### src/rtl/fft_sequencer.sv
// rtl/fft_sequencer.sv - FFT sample RAM phase sequencer (load, start, calc, unload)
// Owns the single-port RAM mux and flags bad length, access collisions and core timeout.
module fft_sequencer #(
    parameter int ADDR_WIDTH     = 12,
    parameter int DATA_WIDTH     = 32,
    parameter int TIMEOUT_CYCLES = 65535
) (
    input  logic                  i_clk,
    input  logic                  i_rst,
    input  logic [ADDR_WIDTH-1:0] i_samples_number,
    input  logic                  i_br_write,
    input  logic                  i_br_read,
    input  logic [ADDR_WIDTH-1:0] i_br_index,
    input  logic [15:0]           i_br_sample,
    input  logic                  i_br_data_loaded,
    output logic                  o_br_calc_end,
    output logic [DATA_WIDTH-1:0] o_br_rdata,
    output logic                  o_fft_start,
    output logic [ADDR_WIDTH-1:0] o_fft_n,
    input  logic                  i_fft_req,
    input  logic                  i_fft_we,
    input  logic [ADDR_WIDTH-1:0] i_fft_addr,
    input  logic [DATA_WIDTH-1:0] i_fft_wdata,
    input  logic                  i_fft_done,
    output logic [DATA_WIDTH-1:0] o_fft_rdata,
    output logic                  o_ram_en,
    output logic                  o_ram_we,
    output logic [ADDR_WIDTH-1:0] o_ram_addr,
    output logic [DATA_WIDTH-1:0] o_ram_wdata,
    input  logic [DATA_WIDTH-1:0] i_ram_rdata,
    input  logic                  i_err_clr,
    output logic [2:0]            o_err_flags,
    output logic [1:0]            o_phase
);

    typedef enum logic [1:0] {
        LOAD   = 2'd0,
        START  = 2'd1,
        CALC   = 2'd2,
        UNLOAD = 2'd3
    } phase_t;

    localparam logic [ADDR_WIDTH-1:0] CNT_MAX = '1;
    localparam logic [31:0]           TO_LAST = 32'(TIMEOUT_CYCLES - 1);

    phase_t                state, state_next;
    logic [ADDR_WIDTH-1:0] load_cnt, load_cnt_next;
    logic [ADDR_WIDTH-1:0] unload_cnt, unload_cnt_next;
    logic [ADDR_WIDTH-1:0] fft_n, fft_n_next;
    logic [31:0]           to_cnt, to_cnt_next;
    logic [2:0]            err_flags, err_set;
    logic                  br_rd, br_rd_q;

    logic [ADDR_WIDTH-1:0] load_cnt_inc, load_cnt_eff, unload_cnt_inc;
    logic                  n_valid;

    assign load_cnt_inc   = (load_cnt == CNT_MAX) ? load_cnt : load_cnt + 1'b1;
    assign load_cnt_eff   = i_br_write ? load_cnt_inc : load_cnt;
    assign unload_cnt_inc = unload_cnt + 1'b1;
    // A write in the same cycle as data_loaded counts toward the loaded length.
    assign n_valid = (i_samples_number >= ADDR_WIDTH'(2))
                  && ((i_samples_number & (i_samples_number - 1'b1)) == '0)
                  && (load_cnt_eff >= i_samples_number);

    always_comb begin
        state_next      = state;
        load_cnt_next   = load_cnt;
        unload_cnt_next = unload_cnt;
        fft_n_next      = fft_n;
        to_cnt_next     = to_cnt;
        err_set         = '0;
        br_rd           = 1'b0;
        o_ram_en        = 1'b0;
        o_ram_we        = 1'b0;
        o_ram_addr      = '0;
        o_ram_wdata     = '0;
        o_fft_start     = 1'b0;
        o_br_calc_end   = 1'b0;
        case (state)
            LOAD: begin
                if (i_br_write) begin
                    o_ram_en                        = 1'b1;
                    o_ram_we                        = 1'b1;
                    o_ram_addr                      = i_br_index;
                    o_ram_wdata[DATA_WIDTH-1 -: 16] = i_br_sample;
                    load_cnt_next                   = load_cnt_inc;
                end
                if (i_br_read) err_set[1] = 1'b1;
                if (i_br_data_loaded) begin
                    fft_n_next = i_samples_number;
                    if (n_valid) begin
                        state_next = START;
                    end else begin
                        err_set[0]    = 1'b1;
                        load_cnt_next = '0;
                    end
                end
            end
            START: begin
                o_fft_start = 1'b1;
                to_cnt_next = '0;
                state_next  = CALC;
            end
            CALC: begin
                o_ram_en    = i_fft_req;
                o_ram_we    = i_fft_req & i_fft_we;
                o_ram_addr  = i_fft_addr;
                o_ram_wdata = i_fft_wdata;
                to_cnt_next = to_cnt + 32'd1;
                if (i_br_write || i_br_read) err_set[1] = 1'b1;
                if (i_fft_done) begin
                    state_next      = UNLOAD;
                    unload_cnt_next = '0;
                end else if (to_cnt == TO_LAST) begin
                    err_set[2]      = 1'b1;
                    state_next      = LOAD;
                    load_cnt_next   = '0;
                    unload_cnt_next = '0;
                end
            end
            UNLOAD: begin
                o_br_calc_end = 1'b1;
                if (i_br_write) err_set[1] = 1'b1;
                if (i_br_read) begin
                    o_ram_en        = 1'b1;
                    o_ram_addr      = i_br_index;
                    br_rd           = 1'b1;
                    unload_cnt_next = unload_cnt_inc;
                    if (unload_cnt_inc == fft_n) begin
                        state_next      = LOAD;
                        load_cnt_next   = '0;
                        unload_cnt_next = '0;
                    end
                end
            end
            default: state_next = LOAD;
        endcase
    end

    always_ff @(posedge i_clk or posedge i_rst) begin
        if (i_rst) begin
            state      <= LOAD;
            load_cnt   <= '0;
            unload_cnt <= '0;
            fft_n      <= '0;
            to_cnt     <= '0;
            err_flags  <= '0;
            br_rd_q    <= 1'b0;
        end else begin
            state      <= state_next;
            load_cnt   <= load_cnt_next;
            unload_cnt <= unload_cnt_next;
            fft_n      <= fft_n_next;
            to_cnt     <= to_cnt_next;
            // A new event in the clearing cycle survives the clear.
            err_flags  <= (i_err_clr ? 3'b000 : err_flags) | err_set;
            br_rd_q    <= br_rd;
        end
    end

    assign o_phase     = state;
    assign o_fft_n     = fft_n;
    assign o_err_flags = err_flags;
    assign o_fft_rdata = i_ram_rdata;
    assign o_br_rdata  = br_rd_q ? i_ram_rdata : '0;

endmodule
### config.mk
export PLATFORM = sky130hd
export DESIGN_NAME = fft_sequencer
export DESIGN_NICKNAME = d
export VERILOG_FILES = /design/src/rtl/fft_sequencer.sv
export SDC_FILE = /design/constraint.sdc
export NUM_CORES = 1
export LEC_CHECK = 0
export CORE_MARGIN = 2
export CORE_UTILIZATION = 38
export DETAILED_ROUTE_END_ITERATION = 6
export PLACE_DENSITY = 0.78
export SETUP_SLACK_MARGIN = 0.15
export SLEW_MARGIN = 20
export SYNTH_ARGS = -nofsm -noshare
export SYNTH_HDL_FRONTEND = slang
export SYNTH_SLANG_ARGS = --single-unit
### constraint.sdc
create_clock -name i_clk -period 3.1 [get_ports i_clk]
set_clock_uncertainty 0.1 [all_clocks]
set_input_delay 0.31 -clock i_clk [delete_from_list [all_inputs] [get_ports i_clk]]
set_output_delay 0.31 -clock i_clk [all_outputs]
set_load 0.1 [all_outputs]
# Word level (Yosys, flattened, before mapping)
# Index checks and enable logic that the tools add are counted.
[word_totals] register_bits=74 out_inout_bits=129
[classes] addsub=4 magnitude_cmp=2 n_eq_ne=13 n_mux=44 bitwise_logic=3 n_reduce_logical=12
[op_table] cell="two-way mux 12 bit" n=13
[op_table] cell="case mux 12 bit (3 select lines)" n=2
[op_table] cell="case mux 32 bit (2 select lines)" n=1
[op_table] cell="adder 32 x 1 -> 32 bit, second input constant" n=1
[op_table] cell="equality test 32 x 16 -> 1 bit, second input constant" n=1
[op_table] cell="two-way mux 16 bit" n=2
[op_table] cell="two-way mux 32 bit" n=1
[op_table] cell="case mux 16 bit (2 select lines)" n=1
[op_table] cell="adder 12 x 1 -> 12 bit, second input constant" n=2
[op_table] cell="case mux 12 bit (2 select lines)" n=1
[op_table] cell="bitwise AND 12 bit" n=1
[op_table] cell="equality test 12 bit" n=1
[op_table] cell="equality test 12 bit, second input constant" n=1
[op_table] cell="greater-or-equal comparator 12 bit" n=1
[op_table] cell="greater-or-equal comparator 12 x 2 -> 1 bit, second input constant" n=1
[op_table] cell="zero test 12 bit" n=1
[op_table] cell="two-way mux 1 bit" n=12
[op_table] cell="two-way mux 2 bit" n=6
[op_table] cell="!= test 2 bit, second input constant" n=6
[op_table] cell="subtractor 12 x 1 -> 12 bit, second input constant" n=1
[op_table] cell="AND reduction 5 bit" n=2
[op_table] cell="case mux 2 bit (4 select lines)" n=1
[op_table] cell="case mux 1 bit (3 select lines)" n=2
[op_table] cell="equality test 2 bit, second input constant" n=2
[op_table] cell="13 further kinds" n=15

# Longest topological paths before layout
[depth] depth_word=9 ltp_mapped=15

# Worst setup path after synthesis
# Ideal clock, no wire load.
[synth_path] kind="reg-to-output" startpoint="reg state[0] (netlist: o_phase[0])" endpoint="out o_ram_addr[10]" t_arrival_ns=3.988 required_ns=2.690 slack_ns=-1.298 stages_incl_launch_ff=7 cell_sequence="dfrtp_1 -> ha_1 -> and2_1 -> or2_2 -> clkbuf_1 -> a22oi_1 -> nor2_1"
[synth_between] elab_chain_len=2
[synth_rtl] element="start: declaration" line_no="46" source="phase_t state, state_next;"
[synth_rtl] element="start signal: assignment" line_no="150" source="state <= state_next;"
[synth_rtl] element="equality test 2 bit / zero test 2 bit (equally long branches)" line_no="79" source="case (state)"
[synth_rtl] element="case mux 12 bit (3 select lines) *" line_no="79"
[synth_rtl] element="end: declaration" line_no="28" source="output logic [ADDR_WIDTH-1:0] o_ram_addr,"
# Every way passes the cells marked *; elsewhere a longest branch is shown, timed or not.

# Worst setup path in the final report
[layout_path] startpoint="reg load_cnt[5]" endpoint="reg load_cnt[10]"
[layout_between] elab_chain_len=8
[layout_rtl] element="start: declaration" line_no="47" source="logic [ADDR_WIDTH-1:0] load_cnt, load_cnt_next;"
[layout_rtl] element="start signal: assignment" line_no="151" source="load_cnt <= load_cnt_next;"
[layout_rtl] element="adder 12 x 1 -> 12 bit / equality test 12 bit (equally long branches)" line_no="57" source="assign load_cnt_inc = (load_cnt == CNT_MAX) ? load_cnt : load_cnt + 1'b1;"
[layout_rtl] element="two-way mux 12 bit" line_no="57"
[layout_rtl] element="two-way mux 12 bit *" line_no="58, 81"
[layout_rtl] element="greater-or-equal comparator 12 bit" line_no="63" source="&& (load_cnt_eff >= i_samples_number);"
[layout_rtl] element="logical AND 1 bit" line_no="63"
[layout_rtl] element="two-way mux 12 bit" line_no="91" source="if (n_valid) begin"
[layout_rtl] element="two-way mux 12 bit *" line_no="89" source="if (i_br_data_loaded) begin"
[layout_rtl] element="case mux 12 bit (3 select lines) *" line_no="79"
# Marked as above.
# A chain may end at the register's enable or synchronous reset.

==> report_table.html <==
<table>
<tr><th>Metric</th><th>Value</th></tr>
<tr><th colspan="2">Die</th></tr>
<tr><td>Initial Util</td><td>38.41%</td></tr>
<tr><td>Vert. Die Dim</td><td>124.5 um</td></tr>
<tr><td>Die span in x</td><td>124.5 um</td></tr>
<tr><td>Site row count</td><td>44</td></tr>
<tr><td>Core Area</td><td>14370 um^2</td></tr>
<tr><td>Floorplan die area</td><td>15500 um^2</td></tr>
<tr><td>I/O pin total</td><td>254</td></tr>
<tr><th colspan="2">Drt</th></tr>
<tr><td>Avg WL per Cell</td><td>19.34 um</td></tr>
<tr><td>Number of vias per cell after detailed routing</td><td>5.367</td></tr>
<tr><td>Final wirelength</td><td>21.28 mm</td></tr>
<tr><td>Total vias in the final route</td><td>5904</td></tr>
<tr><td>Number of violations reported at the end of detailed-routing iteration 0</td><td>446</td></tr>
<tr><td>Remaining antenna violation count after routing</td><td>0</td></tr>
<tr><td>Remaining DRCs</td><td>0</td></tr>
<tr><td>Drt first pass iters</td><td>6</td></tr>
<tr><th colspan="2">Synthesis</th></tr>
<tr><td>Post-synthesis area per instance</td><td>8.299 um^2</td></tr>
<tr><td>Ys Warns</td><td>0</td></tr>
<tr><td>Number of distinct library cells after synthesis</td><td>63</td></tr>
<tr><td>Cell area after synthesis</td><td>5519 um^2</td></tr>
<tr><td>Post-synth EDFFs</td><td>0</td></tr>
<tr><td>Fraction of the yosys area taken by sequential cells</td><td>33.55%</td></tr>
<tr><td>Prevailing post-synth register cell</td><td>sky130_fd_sc_hd__dfrtp_1</td></tr>
<tr><td>Number of standard cells after synthesis</td><td>665</td></tr>
<tr><td>Post-synthesis register bit count</td><td>74</td></tr>
<tr><td>Share of async-settable or async-resettable flops after synthesis</td><td>100.0%</td></tr>
<tr><td>Number of nets in the synthesized netlist</td><td>810</td></tr>
<tr><th colspan="2">STA</th></tr>
<tr><td>Measured slew at the worst slew-check pin</td><td>820.7 ps</td></tr>
<tr><td>Fin. Hold Viols</td><td>0</td></tr>
<tr><td>Relative slew slack</td><td>45.29%</td></tr>
<tr><td>Maximum clock frequency</td><td>327.9 MHz</td></tr>
<tr><td>Final-report max-slew violation count</td><td>0</td></tr>
<tr><td>Period minus WS final</td><td>3050 ps</td></tr>
<tr><td>Crit share post-route</td><td>98.38%</td></tr>
<tr><td>Endpoints failing setup</td><td>0</td></tr>
<tr><td>RSZ-0062 raised after global routing</td><td>yes</td></tr>
<tr><td>Worst hold-check slack</td><td>262.5 ps</td></tr>
<tr><th colspan="2">Clock network</th></tr>
<tr><td>Number of buffers created by CTS</td><td>9</td></tr>
<tr><td>Clock sinks</td><td>74</td></tr>
<tr><td>Number of buffers inserted for hold repair after clock tree synthesis</td><td>0</td></tr>
<tr><td>Clk_lat worst skew</td><td>340 ps</td></tr>
<tr><td>CTS clk-pin slew, worst paths</td><td>60 ps</td></tr>
<tr><td>Cell at the root of the clock tree</td><td>sky130_fd_sc_hd__clkbuf_16</td></tr>
<tr><td>CTS tree</td><td>done</td></tr>
<tr><td>Number of H-tree levels</td><td>3</td></tr>
<tr><td>Clock Tree Buf Depth</td><td>2</td></tr>
<tr><th colspan="2">Global route</th></tr>
<tr><td>Vias in the first global route</td><td>5660</td></tr>
<tr><td>Global-route wire length before repair</td><td>32.66 mm</td></tr>
<tr><td>Maximum number of pins on one net before global-route repair</td><td>36</td></tr>
<tr><td>Antenna violations before repair</td><td>1</td></tr>
<tr><td>Total Routing Usage GR</td><td>27.02%</td></tr>
<tr><td>Grt total ovfl</td><td>0</td></tr>
<tr><th colspan="2">Run</th></tr>
<tr><td>Count of maximum capacitance violations</td><td>0</td></tr>
<tr><th colspan="2">Place</th></tr>
<tr><td>Gpl congestion</td><td>0.8926</td></tr>
<tr><td>Placed wire-length estimate after detailed placement</td><td>16.38 mm</td></tr>
<tr><td>Number of buffers added on ports</td><td>253</td></tr>
<tr><td>Dpl cell area</td><td>8613 um^2</td></tr>
<tr><th colspan="2">Critical path</th></tr>
<tr><td>Critical Path AT</td><td>3230 ps</td></tr>
<tr><td>CP Max Fanout</td><td>5</td></tr>
<tr><td>Crit path capture type</td><td>flip-flop</td></tr>
<tr><td>Max incr delay on CP</td><td>390 ps</td></tr>
<tr><td>Crit Path Category</td><td>flip-flop to flip-flop</td></tr>
<tr><td>Buffers plus inverters on the worst setup path</td><td>1</td></tr>
<tr><td>Register-to-Register Setup Slack</td><td>50 ps</td></tr>
<tr><td>Required time of the worst setup path</td><td>3280 ps</td></tr>
<tr><td>Nature of the critical path startpoint</td><td>flip-flop</td></tr>
<tr><td>Cell class contributing the biggest share of worst-path delay</td><td>simple AND/OR/NAND/NOR gates</td></tr>
<tr><td>Library cell appearing most often on the critical path</td><td>sky130_fd_sc_hd__and4_4</td></tr>
<tr><td>Cell chain of the critical path</td><td>and4_4 -&gt; and3_4 -&gt; and2_4 -&gt; nand2_1 -&gt; mux2_4 -&gt; ha_1 -&gt; and4_4 -&gt; o311ai_2 -&gt; a21oi_2 -&gt; nand3_2 -&gt; a21oi_4 -&gt; buf_6 -&gt; a31o_2</td></tr>
<tr><td>CP max stage cell</td><td>sky130_fd_sc_hd__dfrtp_1</td></tr>
<tr><th colspan="2">Worst hold path</th></tr>
<tr><td>Path type of the worst min-delay path</td><td>input pin to asynchronous set/reset pin</td></tr>
<tr><th colspan="2">Power</th></tr>
<tr><td>Cell leakage power</td><td>0.004034 uW</td></tr>
<tr><td>Power after layout</td><td>9260 uW</td></tr>
<tr><td>Cell Pwr Density</td><td>1012 nW/um^2</td></tr>
<tr><td>Worst ir drop on vdd</td><td>0.6150 mV</td></tr>
<tr><th colspan="2">Finish</th></tr>
<tr><td>Commonest non-fill, non-tap cell in the layout</td><td>sky130_fd_sc_hd__clkdlybuf4s50_1</td></tr>
<tr><td>Commonest non-fill, non-tap cells in the layout</td><td>124 x sky130_fd_sc_hd__clkdlybuf4s50_1, 123 x sky130_fd_sc_hd__buf_4, 70 x sky130_fd_sc_hd__dfrtp_1</td></tr>
<tr><td>Share of post-route cells with drive strength above 1</td><td>27.54%</td></tr>
<tr><td>Final non-filler cell area</td><td>9149 um^2</td></tr>
<tr><td>Area added between synthesis and finish</td><td>65.77%</td></tr>
<tr><td>Number of nets in the layout</td><td>1055</td></tr>
<tr><th colspan="2">Status</th></tr>
<tr><td>Status</td><td>finished, final reports clean</td></tr>
</table>
## final cells by class
class	instances	area, um^2
inverters	30	112.6
fillers	1204	5220
repair buffers	298	3151
diodes	1	2.502
clock buffers	12	256.5
flip-flops and latches	74	1857
clock inverters	4	73.82
well taps	184	230.2
multi-input cells	497	3466
## power by group
group          leakage [uW]  internal [uW]  switching (uW)
clock network      0.000163            750             425
registers          0.000997           1110             196
logic               0.00287           1990            4780
## state kept, by name (all words and copies together) (netlist names)
register and flops:
o_fft_n 12, to_cnt 32, o_phase 2, o_err_flags 3, unload_cnt 12, br_rd_q 1
load_cnt 12
## logic make-up after synthesis
logic type      count (synthesis)  synth area share (%)
buf+inv                        95                 8.773
simple gates                  274                 25.60
xor+xnor                       43                 7.073
flops                          74                 33.55
mux                             8                 1.496
compound gates                150                 18.79
fa+ha+maj                      21                 4.715
## synth_stat cells, drive strengths merged (10+ instances only)
| library cell | count | area share (%) |
|---|---|---|
| and3 | 13 | 1.5 |
| clkbuf | 24 | 1.7 |
| xor2 | 21 | 3.3 |
| and2 | 55 | 6.2 |
| o21a | 11 | 1.5 |
| xnor2 | 21 | 3.3 |
| nand3 | 36 | 3.3 |
| ha | 20 | 4.5 |
| o21ai | 36 | 3.3 |
| nor2 | 62 | 4.4 |
| a31o | 10 | 1.6 |
| buf | 41 | 5.1 |
| inv | 30 | 2.0 |
| a22o | 17 | 2.7 |
| nand2 | 54 | 3.7 |
| a22oi | 13 | 1.8 |
| a21oi | 23 | 2.1 |
| dfrtp | 74 | 34 |
## through the flow
| stage | util [%] | TNS, ps | setup slack [ps] | instances |
|---|---|---|---|---|
| 6_report | 63.67 | 0 | 50.29 | 1100 |
| 3_3_place_gp | 59.94 | -1562 | -129.4 | 1076 |
| 5_1_grt | 63.67 | -647.3 | -65.96 | 1100 |
| 4_1_cts | 62.81 | 0 | 109.4 | 1095 |
| 3_5_place_dp | 59.94 | -2424 | -191.5 | 1076 |
| 2_1_floorplan | - | 0 | 129.8 | 665 |
## worst paths after layout
kind	end	start	cells past startpoint
max reg2reg	load_cnt[10]	load_cnt[5]	13
min	to_cnt[4]	i_rst	2
max	load_cnt[10]	load_cnt[5]	13
min in group i_clk	unload_cnt[11]	unload_cnt[11]	1
max in group asynchronous	to_cnt[26]	i_rst	3
min reg2reg	unload_cnt[11]	unload_cnt[11]	1
## layer usage
metal / global-route usage [%] / vias to the layer above / part of all wire, %
li1: - / 2813 / -
met1: 35.44 / 2802 / 42
met2: 43.49 / 244 / 48
met3: 4.682 / 45 / 5.9
met4: 12.62 / 0 / 4.3
met5: 0 / - / 0
## what timing repair did
action | CTS | global route
resized for setup | 15 | 19
hold endpoints to repair | 0 | 0
pin swaps | 6 | 14
buffers inserted | 3 | 2
setup endpoints to repair | 14 | 25
gates cloned | 0 | 2
Power figures use the tool's default switching activity.
